===== src/rtl/pam4_pkg.sv =====
// Shared PAM4 symbol types and Gray mapping helpers used by the RX gearbox and TX mapper.
package pam4_pkg;

  typedef logic [1:0] pam4_sym_t;

  typedef enum logic {
    MODE_BYPASS = 1'b0,
    MODE_GRAY   = 1'b1
  } demap_mode_t;

  localparam pam4_sym_t PAM4_L0 = 2'd0;
  localparam pam4_sym_t PAM4_L1 = 2'd1;
  localparam pam4_sym_t PAM4_L2 = 2'd2;
  localparam pam4_sym_t PAM4_L3 = 2'd3;

  // Level 0..3 maps to 00,01,11,10; the 2-bit Gray code is its own inverse.
  function automatic logic [1:0] gray_to_bits(input pam4_sym_t s);
    return {s[1], s[1] ^ s[0]};
  endfunction

  function automatic pam4_sym_t bits_to_gray(input logic [1:0] b);
    return {b[1], b[1] ^ b[0]};
  endfunction

endpackage


===== src/rtl/pam4_rx_gearbox_if.sv =====
// Word-side valid/ready bus between the RX gearbox and the FEC decoder.
interface pam4_rx_gearbox_if #(parameter int DATA_W = 80);

  logic [DATA_W-1:0] word_out;
  logic              word_valid;
  logic              word_ready;

  modport master (output word_out, output word_valid, input word_ready);
  modport slave  (input word_out, input word_valid, output word_ready);

endinterface


===== src/rtl/sync_fifo2.sv =====
// Two-entry synchronous FIFO; head reads as zero when empty, a push while full without a pop is dropped.
module sync_fifo2 #(
  parameter int WIDTH = 8
) (
  input  logic             clk,
  input  logic             rstn,
  input  logic             push,
  input  logic [WIDTH-1:0] push_data,
  input  logic             pop,
  output logic             full,
  output logic             empty,
  output logic [WIDTH-1:0] head
);

  logic [WIDTH-1:0] mem [2];
  logic             rd_ptr;
  logic             wr_ptr;
  logic [1:0]       count;
  logic             do_push;
  logic             do_pop;

  assign empty   = (count == 2'd0);
  assign full    = (count == 2'd2);
  assign do_pop  = pop && !empty;
  // When full, a simultaneous pop frees the slot the new word lands in.
  assign do_push = push && (!full || do_pop);
  assign head    = empty ? '0 : mem[rd_ptr];

  always_ff @(posedge clk) begin
    if (!rstn) begin
      mem[0] <= '0;
      mem[1] <= '0;
      rd_ptr <= 1'b0;
      wr_ptr <= 1'b0;
      count  <= 2'd0;
    end else begin
      if (do_push) begin
        mem[wr_ptr] <= push_data;
        wr_ptr      <= ~wr_ptr;
      end
      if (do_pop) begin
        rd_ptr <= ~rd_ptr;
      end
      count <= count + 2'(do_push) - 2'(do_pop);
    end
  end

endmodule


===== src/rtl/pam4_rx_gearbox.sv =====
// RX symbol-to-word gearbox: optional Gray demap, MSB-first packing, 2-entry output FIFO.
module pam4_rx_gearbox
  import pam4_pkg::*;
#(
  parameter int DATA_W = 80
) (
  input  logic                         clk,
  input  logic                         rstn,
  input  pam4_sym_t                    symbol_in,
  input  logic                         en,
  input  logic                         gray_mode,
  input  logic                         slip,
  pam4_rx_gearbox_if.master            word_if,
  output logic                         overflow,
  output logic [$clog2(DATA_W/2)-1:0]  sym_count
);

  localparam int SYMS  = DATA_W / 2;
  localparam int CNT_W = $clog2(SYMS);

  demap_mode_t       mode;
  logic [DATA_W-1:0] shreg;
  logic [1:0]        bits;
  logic              accept;
  logic              last;
  logic [DATA_W-1:0] word_next;
  logic              fifo_full;
  logic              fifo_empty;
  logic              pop;

  assign bits      = (mode == MODE_GRAY) ? gray_to_bits(symbol_in) : symbol_in;
  assign accept    = en && !slip;
  assign last      = accept && (sym_count == CNT_W'(SYMS - 1));
  assign word_next = {shreg[DATA_W-3:0], bits};
  assign pop       = !fifo_empty && word_if.word_ready;

  assign word_if.word_valid = !fifo_empty;

  // The mode register only loads while reset is held, so gray_mode can be left floating afterwards.
  always_ff @(posedge clk) begin
    if (!rstn) begin
      mode      <= gray_mode ? MODE_GRAY : MODE_BYPASS;
      shreg     <= '0;
      sym_count <= '0;
      overflow  <= 1'b0;
    end else begin
      if (accept) begin
        shreg     <= word_next;
        sym_count <= last ? '0 : sym_count + CNT_W'(1);
      end
      if (last && fifo_full && !pop) begin
        overflow <= 1'b1;
      end
    end
  end

  sync_fifo2 #(.WIDTH(DATA_W)) u_fifo (
    .clk       (clk),
    .rstn      (rstn),
    .push      (last),
    .push_data (word_next),
    .pop       (pop),
    .full      (fifo_full),
    .empty     (fifo_empty),
    .head      (word_if.word_out)
  );

endmodule


===== src/flat_wrapper.sv =====
// flat-port wrapper written by rule: the top's interface ports become plain ports
module pam4_rx_gearbox_flat import pam4_pkg::*;
#(
  parameter int DATA_W = 80
)
  (clk, rstn, symbol_in, en, gray_mode, slip, overflow, sym_count, word_if_word_out, word_if_word_valid, word_if_word_ready);
  pam4_rx_gearbox_if #(.DATA_W(DATA_W)) word_if_i ();
  input  logic clk;
  input  logic rstn;
  input  pam4_sym_t symbol_in;
  input  logic en;
  input  logic gray_mode;
  input  logic slip;
  output logic overflow;
  output logic [$clog2(DATA_W/2)-1:0] sym_count;
  output wire logic [$bits(word_if_i.word_out)-1:0] word_if_word_out;
  output wire logic [$bits(word_if_i.word_valid)-1:0] word_if_word_valid;
  input wire logic [$bits(word_if_i.word_ready)-1:0] word_if_word_ready;
  assign word_if_word_out = word_if_i.word_out;
  assign word_if_word_valid = word_if_i.word_valid;
  assign word_if_i.word_ready = word_if_word_ready;
  pam4_rx_gearbox #(.DATA_W(DATA_W)) u_core (.clk(clk), .rstn(rstn), .symbol_in(symbol_in), .en(en), .gray_mode(gray_mode), .slip(slip), .word_if(word_if_i), .overflow(overflow), .sym_count(sym_count));
endmodule

===== config.mk =====
export PLATFORM = sky130hd
export DESIGN_NAME = pam4_rx_gearbox_flat
export DESIGN_NICKNAME = d
export VERILOG_FILES = /design/src/rtl/pam4_pkg.sv /design/src/rtl/pam4_rx_gearbox_if.sv /design/src/rtl/sync_fifo2.sv /design/src/rtl/pam4_rx_gearbox.sv /design/src/flat_wrapper.sv
export SDC_FILE = /design/constraint.sdc
export NUM_CORES = 1
export LEC_CHECK = 0
export ABC_AREA = 0
export BUFFER_PORTS_ARGS = -buffer_cell sky130_fd_sc_hd__clkbuf_2
export CELL_PAD_IN_SITES_DETAIL_PLACEMENT = 2
export CELL_PAD_IN_SITES_GLOBAL_PLACEMENT = 2
export CORE_UTILIZATION = 31
export CTS_CLUSTER_DIAMETER = 40
export CTS_CLUSTER_SIZE = 40
export DETAILED_ROUTE_END_ITERATION = 8
export HOLD_SLACK_MARGIN = 0.15
export PLACE_DENSITY_LB_ADDON = 0.1
export SETUP_SLACK_MARGIN = 0.15
export SLEW_MARGIN = 0
export SYNTH_ARGS = -nofsm -noshare
export SYNTH_HDL_FRONTEND = slang
export SYNTH_SLANG_ARGS = --single-unit

===== constraint.sdc =====
create_clock -name clk -period 17.7 [get_ports clk]
set_clock_uncertainty 0.1 [all_clocks]
set_input_delay 1.77 -clock clk [delete_from_list [all_inputs] [get_ports clk]]
set_output_delay 1.77 -clock clk [all_outputs]
set_load 0.01 [all_outputs]

==> impl_metrics.env, run 1 <==
export IMPL_final_cell_mix="edfxtp_1, nand2_1, and2_1"
export IMPL_synth_xor_area_share=0.00336
export IMPL_synth_top_flop_cell="edfxtp_1"
export IMPL_required_ps=15830
export IMPL_start_kind="register"
export IMPL_cts_buffers=44
export IMPL_mostFrequentLayoutCell="edfxtp_1"
export IMPL_timing_fmax_ghz=0.217
export IMPL_p_leak_uw=0.00449
export IMPL_dp_hpwl_mm=14.2
export IMPL_area_growth_syn_to_layout_pct=22.1
export IMPL_avgSynthCellArea_um2=11.3
export IMPL_finalSetupTns_ps=0
export IMPL_drc=0
export IMPL_clkTransAtPathRegs_ps=50
export IMPL_synth_fa_ha_area_frac=0.00360
export IMPL_post_cts_resized=0
export IMPL_hold_path_class="reg2reg"
export IMPL_critPathBufInv=2
export IMPL_relSlewSlack=0.255
export IMPL_slowest_delay_ps=940
export IMPL_r2r_cells=5
export IMPL_dieHeight_um=185
export IMPL_r2r_slack_ps=14090
export IMPL_synth_area_top_cells="edfxtp_1, dfxtp_1, and2_1"
export IMPL_insertion_delay_ps=520
export IMPL_syn_inst=926
export IMPL_grt_use_total=0.157
export IMPL_core_area_um2=32900
export IMPL_holdPathEnd="u_core.shreg[76]"
export IMPL_whs_path_depth=2
export IMPL_cts_sinks=251
export IMPL_synth_warnings=0
export IMPL_postCtsSetupRepairBufs=0
export IMPL_cp_top_family="buffers and inverters"
export IMPL_yosysTopAreaCellShare=0.463
export IMPL_drtAntennaViolNets=0
export IMPL_nNetsFinal=1027
export IMPL_cts_root_buffer="clkbuf_16"
export IMPL_ios=96
export IMPL_crit_chain="buf_4 > mux2i_1 > nor2_1 > clkbuf_2"
export IMPL_tightest_slew_ps=1120
export IMPL_start_util=0.317
export IMPL_drt_iter0_drc=217
export IMPL_synth_simple_gate_area_share=0.204
export IMPL_power_total_uw=1500
export IMPL_synth_edf_count=161
export IMPL_synth_fp_nets=937
export IMPL_cts_buffer_depth=3
export IMPL_ys_seq_elements=251
export IMPL_syn_area_um2=10400
export IMPL_cts_hold_buf=0
export IMPL_rows=66
export IMPL_async_flop_share=0
export IMPL_antenna_found_initial=0
export IMPL_first_global_vias=7541
export IMPL_diodes=0
export IMPL_cp_arrival_ps=2730
export IMPL_hold_viol_final=0
export IMPL_crit_fanout=59
export IMPL_setup_viol=0
export IMPL_synth_compound_area_frac=0.0454
export IMPL_layout_drive_gt1_share=0.192
export IMPL_grt_max_degree=84
export IMPL_slowest_stage="buf_4"
export IMPL_yosys_area_top_type="edfxtp_1"
export IMPL_cp_end_kind="output pin"
export IMPL_synth_distinct_cells=40
export IMPL_numPortBuffers=95
export IMPL_path_class="reg2out"
export IMPL_slew_violations=0
export IMPL_place_congestion=0.705
export IMPL_status="finished clean"
export IMPL_r2r_end="u_core.u_fifo.mem[1][55]"
export IMPL_vias=6868
export IMPL_wl_per_cell_um=17.3
export IMPL_fin_crit_ps=4600
export IMPL_cts_tree="built"
export IMPL_fin_crit_sh=0.260
export IMPL_r2r_start="u_core.sym_count[0]"
export IMPL_die_w_um=185
export IMPL_synth_top_family_by_area="simple AND/OR/NAND/NOR gates"
export IMPL_first_pass_iters=4
export IMPL_cap_violations=0
export IMPL_holdWs_ps=366
export IMPL_rsz0062_at_grt="false"
export IMPL_irDropWorstVdd_v=0.0000580
export IMPL_grt_first_pass_wirelength_mm=41.5
export IMPL_htree_levels=2
export IMPL_worstHoldStart="u_core.shreg[76]"
export IMPL_vias_per_cell=4.60
export IMPL_seq_area_frac_synth=0.636
export IMPL_power_density_nw_per_um2=118
export IMPL_wl_mm=25.8
export IMPL_yosys_mux_area_fraction=0.0777
export IMPL_grt_overflow=0
export IMPL_dieArea_um2=34400
-- final cells by class --
| cell class | count | area, µm² |
|---|---|---|
| tap | 442 | 553 |
| clock inverter | 21 | 230 |
| fill | 3499 | 20100 |
| timing repair buffer | 105 | 551 |
| multi-input combinational | 608 | 3530 |
| sequential | 251 | 6640 |
| inverter | 6 | 23.8 |
| clock buffer | 59 | 1210 |
-- worst register-to-register path, stage by stage (launching register included) --
cell and delay (ps):
dfxtp_1 440, ha_1 240, nand4b_1 310, or3_1 630, o21ai_4 570, buf_4 870
-- cells in the mapped netlist, types with 2 or more instances --
cell type	number
edfxtp_1	161
nand2_1	160
and2_1	142
dfxtp_1	90
nor2_1	88
mux2i_1	81
a21oi_1	80
clkbuf_1	37
and2_2	18
clkbuf_2	12
buf_2	6
inv_1	5
nor3_1	4
o21ai_0	4
xor2_1	4
ha_1	3
a31oi_1	2
buf_1	2
buf_6	2
buf_8	2
nand2b_1	2
nor4_4	2
or3_1	2
-- state kept, by name (all words and copies together) (netlist names), named ones only --
| signal | count |
|---|---|
| u_core.sym_count | 6 |
| u_core.u_fifo.mem | 160 |
| u_core.overflow | 1 |
| u_core.u_fifo.wr_ptr | 1 |
| u_core.shreg | 78 |
| u_core.mode | 1 |
| u_core.u_fifo.count | 2 |
| u_core.u_fifo.rd_ptr | 1 |
-- routing by layer --
layer	GRT usage	routed length, µm	part of all wire	up-vias
li1	-	-	-	3311
met5	0	0	0	-
met2	0.275	12600	0.49	108
met1	0.194	11500	0.45	3394
met3	0.0264	908	0.035	55
met4	0.0499	652	0.025	0
-- cell families after synthesis --
group,after synthesis
compound gates,91
xor+xnor,4
fa+ha+maj,3
buf+inv,67
flops,251
mux,81
simple gates,429
-- worst max path at each step --
stage	from	to	slack [ps]	depth (start not counted)
finish	register	word_if_word_out[7]	13100	4
global route	register	word_if_word_out[7]	12900	4
CTS	register	word_if_word_out[5]	12970	4
detailed placement	slip	u_core.u_fifo.mem[1][15]	12730	5
global placement	slip	u_core.u_fifo.mem[1][16]	12810	5
floorplan	slip	u_core.u_fifo.mem[1][0]	8670	4
-- stage by stage --
| step | setup WS (ps) | instance area (µm²) | cells | util |
|---|---|---|---|---|
| global route | 12900 | 12700 | 1492 | 0.388 |
| detailed placement | 12730 | 11300 | 1412 | 0.344 |
| CTS | 12970 | 12700 | 1492 | 0.388 |
| global placement | 12810 | 11300 | 1412 | 0.344 |
| floorplan | 8670 | 10400 | 926 | - |
| finish | 13100 | 12700 | 1492 | 0.388 |
-- where the power goes --
part           leakage [µW]  internal [µW]  total (µW)  switching (µW)
logic               0.00154           6.20        31.1            24.9
clock network      0.000700            537         818             281
registers           0.00225            642         648            5.85
Power figures use the tool's default switching activity.
==> inputs of run 2 (changes only) <==
==> constraint.sdc (replaced) <==
create_clock -name clk -period 3.76 [get_ports clk]
set_clock_uncertainty 0.1 [all_clocks]
set_input_delay 0.376 -clock clk [delete_from_list [all_inputs] [get_ports clk]]
set_output_delay 0.376 -clock clk [all_outputs]
set_load 0.01 [all_outputs]
==> run 2 against run 1 <==
  * Cell count up 0.20%
  * Count of clock-buffer cells in the layout down 7
  * Combinational power rose to 5.1 times the previous value
  * Sequential cell count unchanged
  * Highest routed layer unchanged
  * Sequential power rose to 4.7 times the previous value
  * Register-to-register slack worse by 13000 ps
  * Power rose to 4.9 times the previous value
  * Critical path type is now reg2reg
  * Global-route usage up 0.40 points
  * Cell area up 1.7%
  * Largest power group unchanged
==> impl_metrics.env, run 2 (synthesized netlist as in run 1, its figures left out) <==
export IMPL_relSlewSlack=0.287
export IMPL_hold_viol_final=0
export IMPL_insertion_delay_ps=510
export IMPL_p_leak_uw=0.00459
export IMPL_grt_max_degree=82
export IMPL_core_area_um2=32900
export IMPL_antenna_found_initial=0
export IMPL_setup_viol=0
export IMPL_postCtsSetupRepairBufs=0
export IMPL_sw_frac_of_total=0.201
export IMPL_crit_start="u_core.sym_count[0]"
export IMPL_drtAntennaViolNets=0
export IMPL_r2r_slack_ps=870
export IMPL_drt_iter0_drc=231
export IMPL_power_total_uw=7370
export IMPL_tightest_slew_ps=1070
export IMPL_crit_chain="ha_1 > nand4b_1 > or3_1 > o21ai_4 > buf_12"
export IMPL_mostFrequentLayoutCell="edfxtp_1"
export IMPL_cap_violations=0
export IMPL_slowest_stage="or3_1"
export IMPL_cts_tree="built"
export IMPL_dieArea_um2=34400
export IMPL_r2r_cells=5
export IMPL_r2r_start="u_core.sym_count[0]"
export IMPL_wl_per_cell_um=17.7
export IMPL_dp_hpwl_mm=15.0
export IMPL_hold_path_class="in2reg"
export IMPL_slew_violations=0
export IMPL_comb_power_share=0.022
export IMPL_vias=6936
export IMPL_grt_first_pass_wirelength_mm=42.5
export IMPL_power_density_nw_per_um2=569
export IMPL_rows=66
export IMPL_finalSetupTns_ps=0
export IMPL_area_growth_syn_to_layout_pct=24.2
export IMPL_p_clk_frac=0.565
export IMPL_final_seq_area_um2=6640
export IMPL_post_cts_resized=0
export IMPL_largest_register_ffs=160
export IMPL_nFillCells=3485
export IMPL_clkTransAtPathRegs_ps=50
export IMPL_grt_use_total=0.161
export IMPL_cts_root_buffer="clkbuf_16"
export IMPL_first_global_vias=7596
export IMPL_vias_per_cell=4.64
export IMPL_largest_registers="u_core.u_fifo.mem (160), u_core.shreg (78), u_core.sym_count (6)"
export IMPL_die_w_um=185
export IMPL_irDropWorstVdd_v=0.000252
export IMPL_post_dp_cell_area_um2=11400
export IMPL_place_congestion=0.681
export IMPL_cp_endpoint="u_core.u_fifo.mem[1][48]"
export IMPL_whs_path_depth=2
export IMPL_fin_crit_ps=2890
export IMPL_required_ps=3840
export IMPL_cts_hold_buf=2
export IMPL_htree_levels=2
export IMPL_diodes=0
export IMPL_cp_end_kind="register"
export IMPL_r2r_end="u_core.u_fifo.mem[1][48]"
export IMPL_cts_buffers=42
export IMPL_drc=0
export IMPL_cts_buffer_depth=3
export IMPL_cts_sinks=251
export IMPL_ios=96
export IMPL_nNetsFinal=1031
export IMPL_cp_arrival_ps=2970
export IMPL_start_kind="register"
export IMPL_wl_mm=26.4
export IMPL_numPortBuffers=95
export IMPL_rsz0062_at_grt="false"
export IMPL_p_seq_frac=0.413
export IMPL_timing_fmax_ghz=0.346
export IMPL_final_cell_mix="edfxtp_1, nand2_1, and2_1"
export IMPL_p_int_uw=5890
export IMPL_fin_crit_sh=0.768
export IMPL_crit_fanout=39
export IMPL_grt_overflow=0
export IMPL_multiInputGateArea_um2=3530
export IMPL_p_sw_uw=1480
export IMPL_start_util=0.317
export IMPL_regMostFlops="u_core.u_fifo.mem"
export IMPL_status="finished clean"
export IMPL_layout_drive_gt1_share=0.198
export IMPL_first_pass_iters=4
export IMPL_fin_util=0.394
export IMPL_fin_area_um2=13000
export IMPL_dieHeight_um=185
export IMPL_slowest_delay_ps=630
export IMPL_path_class="reg2reg"
[run 2: cell count changes in the layout (fill, tap and decap cells not counted), sizes merged]
| cell | delta |
|---|---|
| clkbuf | -7 |
| dlygate4sd3 | +2 |
| bufinv | +5 |
| buf | +4 |
| inv | -1 |
[run 2: through the flow]
step                      setup WS [ps]  hold WS, ps  instances
final                               871          185       1495
after global routing                667          176       1495
after CTS                           804          157       1495
after detailed placement            827          366       1416
after global placement              907          354       1416
after floorplan                    -384          340        926
[run 2: power by group through the flow]
stage	sequential [µW]	clock (µW)	combinational (µW)
final	3050	4160	158
after global routing	3050	4380	177
after CTS	3050	4250	167
after detailed placement	3100	0	166
after global placement	3100	0	165
after floorplan	3100	0	91.6
[run 2: how the worst min path moves through the flow]
stage	slack [ps]	from	endpoint
4_1_cts	160	rstn	u_core.u_fifo.count[0]
5_1_grt	180	rstn	u_core.u_fifo.count[0]
6_report	180	rstn	u_core.u_fifo.count[0]
3_3_place_gp	350	u_core.shreg[76]	u_core.shreg[76]
2_1_floorplan	340	u_core.shreg[77]	u_core.shreg[77]
3_5_place_dp	370	u_core.shreg[76]	u_core.shreg[76]
[run 2: area by class of cell]
class | count | area share
Clock buffer | 52 | 0.0904
Sequential cell | 251 | 0.513
Clock inverter | 25 | 0.0288
Inverter | 6 | 0.00183
Tap cell | 442 | 0.0427
Timing Repair Buffer | 111 | 0.0512
Multi-Input combinational cell | 608 | 0.273
[run 2: critical path: cells and delay by family, from the launching register on]
kind	cells	cell delay (ps)
buffers and inverters	1	330
flip-flops	1	410
adder cells (fa/ha/maj)	1	220
AO/OA/AOI/OAI	1	550
AND/OR/NAND/NOR	2	930
[run 2: per-layer routing]
metal	track usage	up-vias	wire (µm)
met5	0	-	0
met4	0.0400	0	425
met3	0.0282	37	933
met2	0.278	102	12900
met1	0.207	3474	12200
li1	-	3323	-
==> inputs of run 3 (changes only) <==
==> constraint.sdc (replaced) <==
create_clock -name clk -period 2.4 [get_ports clk]
set_clock_uncertainty 0.1 [all_clocks]
set_input_delay 0.24 -clock clk [delete_from_list [all_inputs] [get_ports clk]]
set_output_delay 0.24 -clock clk [all_outputs]
set_load 0.01 [all_outputs]
==> run 3 against run 2 <==
  * Non-clock buffer count up 45
  * Sequential share of layout area down 2.4 points
  * Largest power group unchanged
  * Sequential cell count unchanged
==> impl_metrics.env, run 3 (synthesized netlist as in run 1, its figures left out) <==
export IMPL_status="finished clean"
export IMPL_clkTransAtPathRegs_ps=50
export IMPL_drc=0
export IMPL_p_leak_uw=0.00488
export IMPL_p_clk_frac=0.542
export IMPL_highest_layer="met4"
export IMPL_hold_viol_final=0
export IMPL_path_class="reg2reg"
export IMPL_htree_levels=2
export IMPL_first_global_vias=7553
export IMPL_wl_met2_mm=13.6
export IMPL_vias=7064
export IMPL_relSlewSlack=0.694
export IMPL_cp_arrival_ps=2580
export IMPL_largest_register_ffs=160
export IMPL_wl_mm=27.0
export IMPL_power_density_nw_per_um2=819
export IMPL_comb_power_share=0.031
export IMPL_p_int_uw=8750
export IMPL_antenna_found_initial=0
export IMPL_nNetsFinal=1076
export IMPL_required_ps=2700
export IMPL_r2r_slack_ps=110
export IMPL_p_seq_frac=0.427
export IMPL_start_util=0.317
export IMPL_wl_per_cell_um=17.5
export IMPL_drt_iter0_drc=210
export IMPL_cp_end_kind="register"
export IMPL_holdPathEnd="u_core.sym_count[1]"
export IMPL_drt_met1_wl_mm=12.1
export IMPL_rsz0062_at_grt="true"
export IMPL_numPortBuffers=95
export IMPL_ios=96
export IMPL_cp_top_family="simple AND/OR/NAND/NOR gates"
export IMPL_rows=66
export IMPL_insertion_delay_ps=520
export IMPL_fin_crit_sh=0.954
export IMPL_r2r_cells=8
export IMPL_mostFrequentLayoutCell="edfxtp_1"
export IMPL_die_w_um=185
export IMPL_layout_drive_gt1_share=0.242
export IMPL_regMostFlops="u_core.u_fifo.mem"
export IMPL_dp_hpwl_mm=15.8
export IMPL_slowest_delay_ps=420
export IMPL_sw_frac_of_total=0.216
export IMPL_start_kind="register"
export IMPL_cts_tree="built"
export IMPL_cts_buffer_depth=3
export IMPL_cts_root_buffer="clkbuf_16"
export IMPL_irDropWorstVdd_v=0.000631
export IMPL_grt_max_degree=66
export IMPL_fin_crit_ps=2290
export IMPL_place_congestion=0.693
export IMPL_crit_fanout=4
export IMPL_met3_length_um=831
export IMPL_slew_violations=0
export IMPL_fin_util=0.414
export IMPL_drtAntennaViolNets=0
export IMPL_crit_chain="or3b_4 > or3_4 > ha_4 > inv_2 > ha_4 > xor2_2 > and2_4 > nor3_4"
export IMPL_grt_use_total=0.158
export IMPL_core_area_um2=32900
export IMPL_dieArea_um2=34400
export IMPL_p_sw_uw=2410
export IMPL_final_cell_mix="edfxtp_1, nand2_1, and2_1"
export IMPL_area_growth_syn_to_layout_pct=30.5
export IMPL_diodes=0
export IMPL_slowest_stage="or3_4"
export IMPL_timing_fmax_ghz=0.437
export IMPL_whs_path_depth=5
export IMPL_hold_path_class="in2reg"
export IMPL_cts_sinks=251
export IMPL_first_pass_iters=4
export IMPL_grt_first_pass_wirelength_mm=41.7
export IMPL_post_dp_cell_area_um2=11700
export IMPL_critPathBufInv=1
export IMPL_worstHoldStart="slip"
export IMPL_vias_per_cell=4.58
export IMPL_r2r_end="u_core.u_fifo.count[1]"
export IMPL_cts_buffers=42
export IMPL_dieHeight_um=185
export IMPL_cp_common_cell="ha_4"
export IMPL_grt_overflow=0
export IMPL_cap_violations=0
export IMPL_setup_viol=0
export IMPL_largest_registers="u_core.u_fifo.mem (160), u_core.shreg (78), u_core.sym_count (6)"
export IMPL_tightest_slew_ps=458
export IMPL_fin_area_um2=13600
export IMPL_r2r_start="u_core.sym_count[3]"
## run 3: cell count changes in the layout (fill, tap and decap cells not counted), sizes merged
| cell | previous run | this run |
|---|---|---|
| buf | 14 | 49 |
| bufinv | 9 | 3 |
| clkbuf | 147 | 153 |
| dlygate4sd3 | 2 | 7 |
| inv | 6 | 10 |
| clkinvlp | 3 | 5 |
## run 3: routing by layer
metal | up-vias | GRT usage
met5 | - | 0
met2 | 105 | 0.276
met3 | 43 | 0.0282
met4 | 0 | 0.0486
met1 | 3502 | 0.196
li1 | 3414 | -
## run 3: tightest hold or removal path, stage by stage
cell,delay (ps)
clkbuf_2,140
nor2b_4,70
buf_12,170
nand2_1,90
a21oi_1,50
## run 3: metrics by stage
step	TNS (ps)	total power, µW	setup WS (ps)	hold WS [ps]	instances
2_1_floorplan	-124140	4990	-787	239	926
6_report	0	11200	112	206	1541
5_1_grt	0	11500	57.9	230	1541
4_1_cts	0	11300	128	191	1519
3_5_place_dp	0	5150	58.7	320	1432
3_3_place_gp	0	5140	116	320	1432
## run 3: layout make-up
class,instances,area [µm²]
fillers,3436,19300
clock inverters,25,251
well taps,442,553
multi-input cells,608,3600
inverters,6,23.8
repair buffers,156,1330
flip-flops and latches,251,6660
clock buffers,53,1200
## run 3: power groups by stage
stage | clock (µW) | combinational, µW | sequential, µW
3_5_place_dp | 0 | 293 | 4860
4_1_cts | 6200 | 308 | 4770
5_1_grt | 6370 | 377 | 4780
2_1_floorplan | 0 | 145 | 4850
6_report | 6040 | 347 | 4770
3_3_place_gp | 0 | 291 | 4850
## run 3: how the worst max path moves through the flow
stage	start	end	slack, ps	cells after the start
after floorplan	u_core.sym_count[4]	u_core.u_fifo.mem[1][0]	-790	4
after global placement	u_core.sym_count[5]	u_core.u_fifo.mem[1][53]	120	6
after detailed placement	u_core.sym_count[5]	u_core.u_fifo.mem[1][75]	60	6
after CTS	u_core.sym_count[1]	u_core.u_fifo.count[1]	130	9
after global routing	u_core.sym_count[3]	u_core.u_fifo.mem[0][48]	60	6
final	u_core.sym_count[3]	u_core.u_fifo.count[1]	110	8
## run 3: what timing repair did
action | in CTS | in global routing
pin swaps | 2 | 6
hold buffers | 7 | 0
gates resized for setup | 7 | 15
endpoints found under the hold margin | 9 | 0
setup buffers | 2 | 15
setup endpoints to repair | 157 | 79
cloned | 0 | 7
